$ cat src/rtl/accum_zone_wr_arbiter_if.sv
// Write-port bundle between the requesters and one accumulator zone.
// master = requester/zone side, slave = the arbiter.
interface accum_zone_wr_arbiter_if #(
    parameter int NUM_REQ    = 2,
    parameter int NUM_BANKS  = 4,
    parameter int ADDR_WIDTH = 9,
    parameter int DATA_WIDTH = 64
);
    logic [NUM_REQ-1:0]                      req_wr_valid;
    logic [NUM_REQ-1:0]                      req_wr_ready;
    logic [NUM_REQ*ADDR_WIDTH-1:0]           req_wr_addr;
    logic [NUM_REQ*NUM_BANKS-1:0]            req_wr_mask;
    logic [NUM_REQ-1:0]                      req_accum_en;
    logic [NUM_REQ-1:0]                      req_wvalid;
    logic [NUM_REQ-1:0]                      req_wready;
    logic [NUM_REQ*NUM_BANKS*DATA_WIDTH-1:0] req_wdata;

    logic                                    zone_wr_valid;
    logic                                    zone_wr_ready;
    logic [ADDR_WIDTH-1:0]                   zone_wr_addr;
    logic [NUM_BANKS-1:0]                    zone_wr_mask;
    logic                                    zone_accum_en;
    logic                                    zone_wvalid;
    logic                                    zone_wready;
    logic [NUM_BANKS*DATA_WIDTH-1:0]         zone_wdata;

    modport master (
        output req_wr_valid, req_wr_addr, req_wr_mask, req_accum_en,
               req_wvalid, req_wdata, zone_wr_ready, zone_wready,
        input  req_wr_ready, req_wready, zone_wr_valid, zone_wr_addr,
               zone_wr_mask, zone_accum_en, zone_wvalid, zone_wdata
    );

    modport slave (
        input  req_wr_valid, req_wr_addr, req_wr_mask, req_accum_en,
               req_wvalid, req_wdata, zone_wr_ready, zone_wready,
        output req_wr_ready, req_wready, zone_wr_valid, zone_wr_addr,
               zone_wr_mask, zone_accum_en, zone_wvalid, zone_wdata
    );
endinterface

$ cat src/rtl/accum_zone_wr_arbiter.sv
// Locks one requester onto the zone write port until its command and data beats are both taken.
// Define ACCUM_ZONE_ARB_RR_EN for round-robin arbitration; otherwise lowest index wins.
module accum_zone_wr_arbiter #(
    parameter int NUM_REQ    = 2,
    parameter int NUM_BANKS  = 4,
    parameter int ADDR_WIDTH = 9,
    parameter int DATA_WIDTH = 64,
    localparam int GW        = (NUM_REQ > 1) ? $clog2(NUM_REQ) : 1
) (
    input  logic                    clk,
    input  logic                    rst,
    accum_zone_wr_arbiter_if.slave  bus,
    output logic [GW-1:0]           grant_id,
    output logic                    busy
);
    localparam int BW = NUM_BANKS * DATA_WIDTH;

    // Handshake rule: a beat transfers on a rising edge where valid and ready are both high.
    typedef enum logic {IDLE, LOCK} state_t;

    state_t          state, state_n;
    logic [GW-1:0]   grant_n;
    logic            cmd_done, cmd_done_n;
    logic            data_done, data_done_n;
    logic            lock, cmd_hs, data_hs;
    logic            sel_wr_valid, sel_wvalid;
    logic [GW-1:0]   winner;
    logic            found;
    int              start, idx;
`ifdef ACCUM_ZONE_ARB_RR_EN
    logic [GW-1:0]   rr_ptr, rr_ptr_n;
`endif

    assign busy = (state == LOCK);

    always_ff @(posedge clk) begin
        if (rst) begin
            state     <= IDLE;
            grant_id  <= '0;
            cmd_done  <= 1'b0;
            data_done <= 1'b0;
`ifdef ACCUM_ZONE_ARB_RR_EN
            rr_ptr    <= '0;
`endif
        end else begin
            state     <= state_n;
            grant_id  <= grant_n;
            cmd_done  <= cmd_done_n;
            data_done <= data_done_n;
`ifdef ACCUM_ZONE_ARB_RR_EN
            rr_ptr    <= rr_ptr_n;
`endif
        end
    end

    always_comb begin
        state_n            = state;
        grant_n            = grant_id;
        cmd_done_n         = cmd_done;
        data_done_n        = data_done;
        sel_wr_valid       = 1'b0;
        sel_wvalid         = 1'b0;
        winner             = '0;
        found              = 1'b0;
        idx                = 0;
        bus.zone_wr_addr   = '0;
        bus.zone_wr_mask   = '0;
        bus.zone_accum_en  = 1'b0;
        bus.zone_wdata     = '0;
        bus.req_wr_ready   = '0;
        bus.req_wready     = '0;
`ifdef ACCUM_ZONE_ARB_RR_EN
        rr_ptr_n           = rr_ptr;
        start              = int'(rr_ptr);
`else
        start              = 0;
`endif
        // rst gates every valid/ready so an in-flight lock issues nothing once reset is seen
        lock = (state == LOCK) && !rst;

        for (int i = 0; i < NUM_REQ; i++) begin
            if (grant_id == GW'(i)) begin
                sel_wr_valid      = bus.req_wr_valid[i];
                sel_wvalid        = bus.req_wvalid[i];
                bus.zone_wr_addr  = bus.req_wr_addr[i*ADDR_WIDTH +: ADDR_WIDTH];
                bus.zone_wr_mask  = bus.req_wr_mask[i*NUM_BANKS +: NUM_BANKS];
                bus.zone_accum_en = bus.req_accum_en[i];
                bus.zone_wdata    = bus.req_wdata[i*BW +: BW];
                bus.req_wr_ready[i] = lock && bus.zone_wr_ready && !cmd_done;
                bus.req_wready[i]   = lock && bus.zone_wready && !data_done;
            end
        end

        bus.zone_wr_valid = lock && sel_wr_valid && !cmd_done;
        bus.zone_wvalid   = lock && sel_wvalid && !data_done;
        cmd_hs  = bus.zone_wr_valid && bus.zone_wr_ready;
        data_hs = bus.zone_wvalid && bus.zone_wready;

        for (int k = 0; k < NUM_REQ; k++) begin
            idx = (start + k) % NUM_REQ;
            if (!found && bus.req_wr_valid[idx]) begin
                found  = 1'b1;
                winner = GW'(idx);
            end
        end

        case (state)
            IDLE: begin
                if (found) begin
                    state_n = LOCK;
                    grant_n = winner;
                end
            end
            LOCK: begin
                if ((cmd_done || cmd_hs) && (data_done || data_hs)) begin
                    state_n     = IDLE;
                    cmd_done_n  = 1'b0;
                    data_done_n = 1'b0;
`ifdef ACCUM_ZONE_ARB_RR_EN
                    rr_ptr_n = (grant_id == GW'(NUM_REQ-1)) ? '0 : grant_id + GW'(1);
`endif
                end else begin
                    if (cmd_hs)  cmd_done_n  = 1'b1;
                    if (data_hs) data_done_n = 1'b1;
                end
            end
            default: state_n = IDLE;
        endcase
    end
endmodule

$ cat src/flat_wrapper.sv
// flat-port wrapper written by rule: the top's interface ports become plain ports
module accum_zone_wr_arbiter_flat 
#(
    parameter int NUM_REQ    = 2,
    parameter int NUM_BANKS  = 4,
    parameter int ADDR_WIDTH = 9,
    parameter int DATA_WIDTH = 64,
    localparam int GW        = (NUM_REQ > 1) ? $clog2(NUM_REQ) : 1
)
  (clk, rst, grant_id, busy, bus_req_wr_valid, bus_req_wr_addr, bus_req_wr_mask, bus_req_accum_en, bus_req_wvalid, bus_req_wdata, bus_zone_wr_ready, bus_zone_wready, bus_req_wr_ready, bus_req_wready, bus_zone_wr_valid, bus_zone_wr_addr, bus_zone_wr_mask, bus_zone_accum_en, bus_zone_wvalid, bus_zone_wdata);
  accum_zone_wr_arbiter_if #(.NUM_REQ(NUM_REQ), .NUM_BANKS(NUM_BANKS), .ADDR_WIDTH(ADDR_WIDTH), .DATA_WIDTH(DATA_WIDTH)) bus_i ();
  input  logic clk;
  input  logic rst;
  output logic [GW-1:0] grant_id;
  output logic busy;
  input wire logic [$bits(bus_i.req_wr_valid)-1:0] bus_req_wr_valid;
  input wire logic [$bits(bus_i.req_wr_addr)-1:0] bus_req_wr_addr;
  input wire logic [$bits(bus_i.req_wr_mask)-1:0] bus_req_wr_mask;
  input wire logic [$bits(bus_i.req_accum_en)-1:0] bus_req_accum_en;
  input wire logic [$bits(bus_i.req_wvalid)-1:0] bus_req_wvalid;
  input wire logic [$bits(bus_i.req_wdata)-1:0] bus_req_wdata;
  input wire logic [$bits(bus_i.zone_wr_ready)-1:0] bus_zone_wr_ready;
  input wire logic [$bits(bus_i.zone_wready)-1:0] bus_zone_wready;
  output wire logic [$bits(bus_i.req_wr_ready)-1:0] bus_req_wr_ready;
  output wire logic [$bits(bus_i.req_wready)-1:0] bus_req_wready;
  output wire logic [$bits(bus_i.zone_wr_valid)-1:0] bus_zone_wr_valid;
  output wire logic [$bits(bus_i.zone_wr_addr)-1:0] bus_zone_wr_addr;
  output wire logic [$bits(bus_i.zone_wr_mask)-1:0] bus_zone_wr_mask;
  output wire logic [$bits(bus_i.zone_accum_en)-1:0] bus_zone_accum_en;
  output wire logic [$bits(bus_i.zone_wvalid)-1:0] bus_zone_wvalid;
  output wire logic [$bits(bus_i.zone_wdata)-1:0] bus_zone_wdata;
  assign bus_i.req_wr_valid = bus_req_wr_valid;
  assign bus_i.req_wr_addr = bus_req_wr_addr;
  assign bus_i.req_wr_mask = bus_req_wr_mask;
  assign bus_i.req_accum_en = bus_req_accum_en;
  assign bus_i.req_wvalid = bus_req_wvalid;
  assign bus_i.req_wdata = bus_req_wdata;
  assign bus_i.zone_wr_ready = bus_zone_wr_ready;
  assign bus_i.zone_wready = bus_zone_wready;
  assign bus_req_wr_ready = bus_i.req_wr_ready;
  assign bus_req_wready = bus_i.req_wready;
  assign bus_zone_wr_valid = bus_i.zone_wr_valid;
  assign bus_zone_wr_addr = bus_i.zone_wr_addr;
  assign bus_zone_wr_mask = bus_i.zone_wr_mask;
  assign bus_zone_accum_en = bus_i.zone_accum_en;
  assign bus_zone_wvalid = bus_i.zone_wvalid;
  assign bus_zone_wdata = bus_i.zone_wdata;
  accum_zone_wr_arbiter #(.NUM_REQ(NUM_REQ), .NUM_BANKS(NUM_BANKS), .ADDR_WIDTH(ADDR_WIDTH), .DATA_WIDTH(DATA_WIDTH)) u_core (.clk(clk), .rst(rst), .bus(bus_i), .grant_id(grant_id), .busy(busy));
endmodule
$ cat config.mk
export PLATFORM = sky130hd
export DESIGN_NAME = accum_zone_wr_arbiter_flat
export DESIGN_NICKNAME = d
export VERILOG_FILES = /design/src/rtl/accum_zone_wr_arbiter_if.sv /design/src/rtl/accum_zone_wr_arbiter.sv /design/src/flat_wrapper.sv
export SDC_FILE = /design/constraint.sdc
export NUM_CORES = 1
export LEC_CHECK = 0
export CAP_MARGIN = 20
export CORE_AREA = 2 2 325 327
export DETAILED_ROUTE_END_ITERATION = 6
export DIE_AREA = 0 0 327 329
export DONT_BUFFER_PORTS = 1
export GPL_TIMING_DRIVEN = 0
export HOLD_SLACK_MARGIN = 0.03
export PLACE_DENSITY_LB_ADDON = 0.3
export SYNTH_ARGS = -nofsm -noshare
export SYNTH_HDL_FRONTEND = slang
export SYNTH_SLANG_ARGS = --single-unit
$ cat constraint.sdc
create_clock -name clk -period 1.2 [get_ports clk]
set_input_delay 0.18 -clock clk [delete_from_list [all_inputs] [get_ports clk]]
set_output_delay 0.18 -clock clk [all_outputs]
set_load 0.005 [all_outputs]
# After elaboration in Yosys (flattened, before gate mapping)
# Index checks and enable logic that the tools add are counted.
# totals
input_bits,548
out_inout_bits,278
wordCells,49
reg_bits,4
# op_classes
bitwise,1
reduce_logical,24
n_mux,20
# op_table
op,n
2-to-1 mux 256 bit,1
2-to-1 mux 1 bit,16
logical AND 1 bit,13
2-to-1 mux 9 bit,1
AND reduction 2 bit,3
zero test 1 bit,4
2-to-1 mux 4 bit,1
nonzero test 2 bit,2
logical OR 1 bit,2
case mux 1 bit (2 select lines),1
inverter 1 bit,1

# Depth between registers and ports, before layout
# Gate-level depths: netlist (run 1).
# logic_depth
ltp_word,9
depth_mapped,5
depth_no_buf,3

# Least setup slack after synthesis (run 1)
# No wires, ideal clock.
# synth_path
kind,reg-to-output
startpoint,reg u_core.grant_id
endpoint,out bus_zone_wdata[108]
stages_incl_launch_ff,5
slack_ps,-114
path_buffers,3
arrival_ps,1134
required_time_ps,1020
cell_sequence,dfxtp_1 > buf_6 > buf_6 > buf_8 > mux2_4
# synth_via
elab_chain_cells,1
# synth_rtl
item,line_no,rtl
start: declaration,accum_zone_wr_arbiter.sv:13,"output logic [GW-1:0] grant_id,"
start signal: assignment,accum_zone_wr_arbiter.sv:47,grant_id <= grant_n;
2-to-1 mux 256 bit,accum_zone_wr_arbiter.sv:82,if (grant_id == GW'(i)) begin
end: declaration,flat_wrapper.sv:31,output wire logic [$bits(bus_i.zone_wdata)-1:0] bus_zone_wdata;
# Every way passes these cells.

# Worst setup path in the final report (run 1)
# layout_path
startpoint,reg u_core.grant_id
endpoint,out bus_zone_wdata[154]
# Same word-level chain as after synthesis.

==> impl_metrics.toml, run 1 <==
[synth]
synth_seq_area_share_pct = 1.73
avgSynthCellArea_um2 = 13.9
yosys_warnings = 0
async_flop_share_pct = 0
synth-edff-count = 0
synthesis.nets = 881
ys_types = 25
synthCells = 333
ys.flop_type = "dfxtp_1"
synth_area_um2 = 4630
ys_seq_elements = 4

[die]
row_count = 119
coreArea_um2 = 104000
io_pins = 826
start_util_pct = 4.44
die_h_um = 329
dieArea_um2 = 108000
die_w_um = 327

[placement]
place_congestion = 0.903
hpwl_um = 29900
portBuffers = 0
placed_area_um2 = 6520

[detailed_routing]
ant_nets = 0
wirelength_um = 33900
via_per_inst = 1.97
first_iter_violations = 139
routedWlPerCell_um = 19.2
drc_errors = 0
drt_pass1_iterations = 4
num_vias = 3484

[cts]
clk_latency_ps = 230
clock_tree.buffer_depth = 2
cts_tree = "yes"
cts_buffers = 3
path_clk_slew_ps = 30
root_buffer = "clkbuf_16"
cts_max_level = 1
cts.sinks = 4

[setup_path]
cp-end-kind = "output port"
crit_type = "reg -> out"
cp_max_fo = 10
worst_ep_arrival_time_ps = 1570
cp-start-kind = "flop"
reg2regPathDepth = 6
critPathRequiredTime_ps = 1020

[sta]
tns_ps = -127570
grt_setup_unrepaired = "true"
finClkSkew_ps = 0.224
worstMarginPinSlew_ps = 457
period_needed_ps = 1750
fin_crit_sh_pct = 146
fmax_ghz = 0.572
setup_ws_ps = -547
slew_viol_final = 0
hold_viol = 0
maxSlewHeadroom_pct = 69.0
finalSetupViolations = 280

[grt]
grt_pass1_vias = 3577
grt_start_max_net_pins = 11
grt_overflow = 0
track_usage_pct = 5.41
antenna_found_initial = 19
grt_first_pass_wirelength_um = 38000

[power]
finalPower_w = 0.00508
power_density_nw_per_um2 = 708
vdd_drop_max_mv = 0.376
p_leak_nw = 2.45

[worst_hold_path]
min_delay_path_depth = 1
hold_class = "in -> reg"

[finish]
final_util_pct = 6.87
finish.instance_area_um2 = 7170
synthToLayoutAreaGrowth_pct = 54.8
drive_gt1_share_pct = 96.4
nets = 909
nFillCells = 12100

[run_status]
status = "complete, but fails checks"
violations = "negative setup slack"

[flow_run]
maxCapViolCount = 0
sequential cells by signal, indices dropped and copies added, names as in the netlist:
register / count
u_core.busy: 1
u_core.cmd_done: 1
u_core.data_done: 1
u_core.grant_id: 1
cell type report:
class / instances / area [µm²] / area share, %
Buffer: 32 / 589 / 8.22
Timing Repair Buffer: 23 / 350 / 4.89
Multi-Input combinational cell: 294 / 4270 / 59.6
Antenna cell: 17 / 42.5 / 0.593
Clock buffer: 3 / 75.1 / 1.05
Sequential cell: 4 / 87.6 / 1.22
Inverter: 3 / 11.3 / 0.157
Tap cell: 1391 / 1740 / 24.3
cells in the final DEF (no fill, tap or decap), types with 2 or more instances in the layout:
master,count
mux2_2,21
clkbuf_16,10
dfxtp_4,2
dfxtp_1,2
buf_8,11
buf_16,3
diode_2,17
inv_1,3
mux2_4,250
buf_12,20
a21oi_1,2
buf_4,9
buf_6,3
report_power, final:
| group | internal (W) | total [W] | switching, W |
|---|---|---|---|
| Clock | 0.000426 | 0.000523 | 0.0000974 |
| Combinational | 0.00248 | 0.00435 | 0.00187 |
| Sequential | 0.000160 | 0.000208 | 0.0000474 |
metrics by stage:
step                hold slack, ps  instances  setup slack (ps)
finish                        39.6       1767              -547
global route                  38.7       1764              -578
CTS                           35.7       1737              -592
detailed placement             269       1725              -660
global placement               269       1724              -794
floorplan                      251        333             -63.8
synthesized netlist by cell type, drive strengths merged, types with 2 or more instances:
cell,n,area (µm²)
mux2,271,3980
o21ai,2,10.0
nor3,2,15.0
nor3b,2,15.0
and3,2,12.5
o311ai,2,17.5
nand2,2,7.51
buf,32,379
a21oi,2,10.0
inv,3,11.3
dfxtp,4,80.1
worst max-delay path, stage by stage, from the launching register on:
cell and delay [ps]:
dfxtp_4 380, buf_12 170, buf_16 190, buf_8 200
mux2_4 370
cell families (layout without fill, tap and decap cells):
| logic type | after synthesis | count (layout) | synth area share, % |
|---|---|---|---|
| compound gates | 10 | 10 | 2.05 |
| mux | 272 | 272 | 86.1 |
| simple gates | 12 | 12 | 1.67 |
| other cells | 0 | 17 | 0 |
| buf+inv | 35 | 61 | 8.43 |
| flops | 4 | 4 | 1.73 |
metal layers:
layer | vias to the layer above | track usage, % | wire length, µm
met3 | 41 | 2.31 | 4230
li1 | 1345 | - | -
met5 | - | 0 | 11
met1 | 1659 | 6.28 | 12500
met4 | 2 | 2.54 | 1310
met2 | 437 | 8.58 | 15800
worst paths after layout:
kind | slack, ps | endpoint | from
worst max-delay path | -550 | bus_zone_wdata[154] | u_core.grant_id
worst min-delay path | 40 | u_core.data_done | rst
worst max register to register | -340 | u_core.data_done | u_core.grant_id
worst min register to register | 670 | u_core.busy | u_core.data_done
repair_timing:
action                                 4_1_cts  5_1_grt
gates resized for setup                     32       19
setup endpoints to repair                  280      280
gates cloned                                 3        7
pin swaps                                    1        2
endpoints found under the hold margin        0        1
hold buffers                                 0        1
setup buffers                                6        8
Power figures use the tool's default switching activity.
==> run 2: changes to the inputs <==
--- a/config.mk
+++ b/config.mk
@@ -12,6 +12,7 @@
 export DONT_BUFFER_PORTS = 1
 export GPL_TIMING_DRIVEN = 0
 export HOLD_SLACK_MARGIN = 0.03
+export MAX_ROUTING_LAYER = met4
 export PLACE_DENSITY_LB_ADDON = 0.3
 export SYNTH_ARGS = -nofsm -noshare
 export SYNTH_HDL_FRONTEND = slang
==> run 2 against run 1 <==
  * The flow still finishes with violations (negative setup slack)
  * Fmax increased by 0.25%
  * Final cell count rose by 0.11%
  * Core utilization about the same
  * First-iteration DRC count shrank 21%
  * Critical endpoint unchanged
  * Highest routed layer is now met4
==> impl_metrics.toml, run 2 (synthesized netlist as in run 1, its figures left out) <==
[power]
p_comb_share_pct = 85.7
clock_power_share_pct = 10.3
finalPower_w = 0.00508
vdd_drop_max_mv = 0.378
switching_share_pct = 39.8
power_density_nw_per_um2 = 709
p_switching_w = 0.00202
intPower_w = 0.00306
p_leak_nw = 2.45
seqPwrFrac_pct = 4.0

[setup_path]
reg2regPathDepth = 6
worstPathCellList = "buf_12 -> buf_16 -> buf_8 -> mux2_4"
rr_startpoint = "u_core.grant_id"
cp-end-kind = "output port"
r2r-end = "u_core.data_done"
cp_top_family = "buffers and inverters"
cp-start-kind = "flop"
critPathRequiredTime_ps = 1020
cp_max_fo = 10
critPathMaxStageDelay_ps = 380
worst_ep_arrival_time_ps = 1560
crit_slowest_cell = "dfxtp_4"
crit_buf_inv = 3
ff2ff_setup_slack_ps = -340
crit_type = "reg -> out"

[finish]
seq_area_um2 = 87.6
nFillCells = 12100
final_cells = 1769
nets = 909
final_common_cell = "mux2_4"
drive_gt1_share_pct = 96.4
final_cell_mix = "mux2_4, mux2_2, buf_12"
multi_input_area_um2 = 4270
synthToLayoutAreaGrowth_pct = 54.9
finish.instance_area_um2 = 7180

[detailed_routing]
wirelength_um = 34000
routedWlPerCell_um = 19.2
first_iter_violations = 110
via_per_inst = 1.98
drt_pass1_iterations = 4
num_vias = 3496
ant_nets = 0
drc_errors = 0

[flow_run]
maxCapViolCount = 0

[cts]
clock_tree.buffer_depth = 2
cts.sinks = 4
path_clk_slew_ps = 30
cts_max_level = 1
cts_buffers = 3
clk_latency_ps = 230
cts_tree = "yes"
root_buffer = "clkbuf_16"

[sta]
slew_viol_final = 0
hold_ws_ps = 39.5
period_needed_ps = 1740
worstMarginPinSlew_ps = 457
tns_ps = -126080
grt_setup_unrepaired = "true"
finClkSkew_ps = 0.263
maxSlewHeadroom_pct = 69.0
fin_crit_sh_pct = 145
hold_viol = 0
finalSetupViolations = 280
fmax_ghz = 0.574
setup_ws_ps = -543

[run_status]
violations = "negative setup slack"
status = "complete, but fails checks"

[placement]
portBuffers = 0
placed_area_um2 = 6520
place_congestion = 0.922
place_inst = 1725
hpwl_um = 29900

[worst_hold_path]
min_delay_path_depth = 1
holdCritStartpoint = "rst"
holdPathEnd = "u_core.data_done"
hold_class = "in -> reg"

[die]
die_w_um = 327
dieArea_um2 = 108000
die_h_um = 329
coreArea_um2 = 104000
start_util_pct = 4.44
row_count = 119
io_pins = 826

[grt]
grt_start_max_net_pins = 11
grt_overflow = 0
antenna_found_initial = 18
track_usage_pct = 5.58
grt_pass1_vias = 3587
grt_first_pass_wirelength_um = 38000
run 2: cell types whose count changed in the layout (fill, tap and decap cells not counted):
cell     change
diode_2      +2
run 2: per-stage QoR:
step / setup WS (ps) / utilization, %
floorplan: -63.8 / -
global placement: -794 / 6.24
detailed placement: -660 / 6.25
CTS: -592 / 6.56
global route: -579 / 6.87
finish: -543 / 6.87
run 2: worst reg2reg max path: cells and delay by family (launching register included):
family                 cells  cell delay [ps]
buffers and inverters      3              510
flip-flops                 1              380
AO/OA/AOI/OAI              1              260
multiplexers               1              250
AND/OR/NAND/NOR            1               50
run 2: layout make-up:
| class | count | share of cell area [%] |
|---|---|---|
| plain buffers | 32 | 8.21 |
| repair buffers | 23 | 4.88 |
| multi-input cells | 294 | 59.6 |
| well taps | 1391 | 24.3 |
| inverters | 3 | 0.157 |
| diodes | 19 | 0.663 |
| flip-flops and latches | 4 | 1.22 |
| clock buffers | 3 | 1.05 |
run 2: metal layers:
metal	track usage, %	wire length (µm)	vias to the layer above
met4	2.85	1350	0
met5	-	0	-
met3	2.26	3870	33
li1	-	-	1349
met1	6.29	12900	1675
met2	8.47	15900	439
run 2: power by group through the flow:
stage                     logic, W  clock network [W]  registers, W
after global routing       0.00463           0.000540      0.000210
after floorplan            0.00308                  0      0.000174
final                      0.00436           0.000524      0.000206
after CTS                  0.00421           0.000526      0.000209
after global placement     0.00392                  0      0.000198
after detailed placement   0.00393                  0      0.000200
run 2: what timing repair did:
item | in CTS | in global routing
buffers inserted | 6 | 8
hold endpoints to repair | 0 | 1
pin swaps | 1 | 2
gates resized for setup | 32 | 19
gates cloned | 3 | 7
setup endpoints to repair | 280 | 280
hold buffers | 0 | 1
run 2: how the worst max path moves through the flow:
stage	from	endpoint	slack [ps]	cells past startpoint
detailed placement	u_core.grant_id	bus_zone_wr_mask[2]	-660	3
global placement	u_core.busy	bus_zone_wr_valid	-790	3
global route	u_core.grant_id	bus_zone_wdata[116]	-580	4
CTS	u_core.grant_id	bus_zone_wdata[10]	-590	5
floorplan	u_core.grant_id	bus_zone_wdata[100]	-60	4
finish	u_core.grant_id	bus_zone_wdata[154]	-540	4
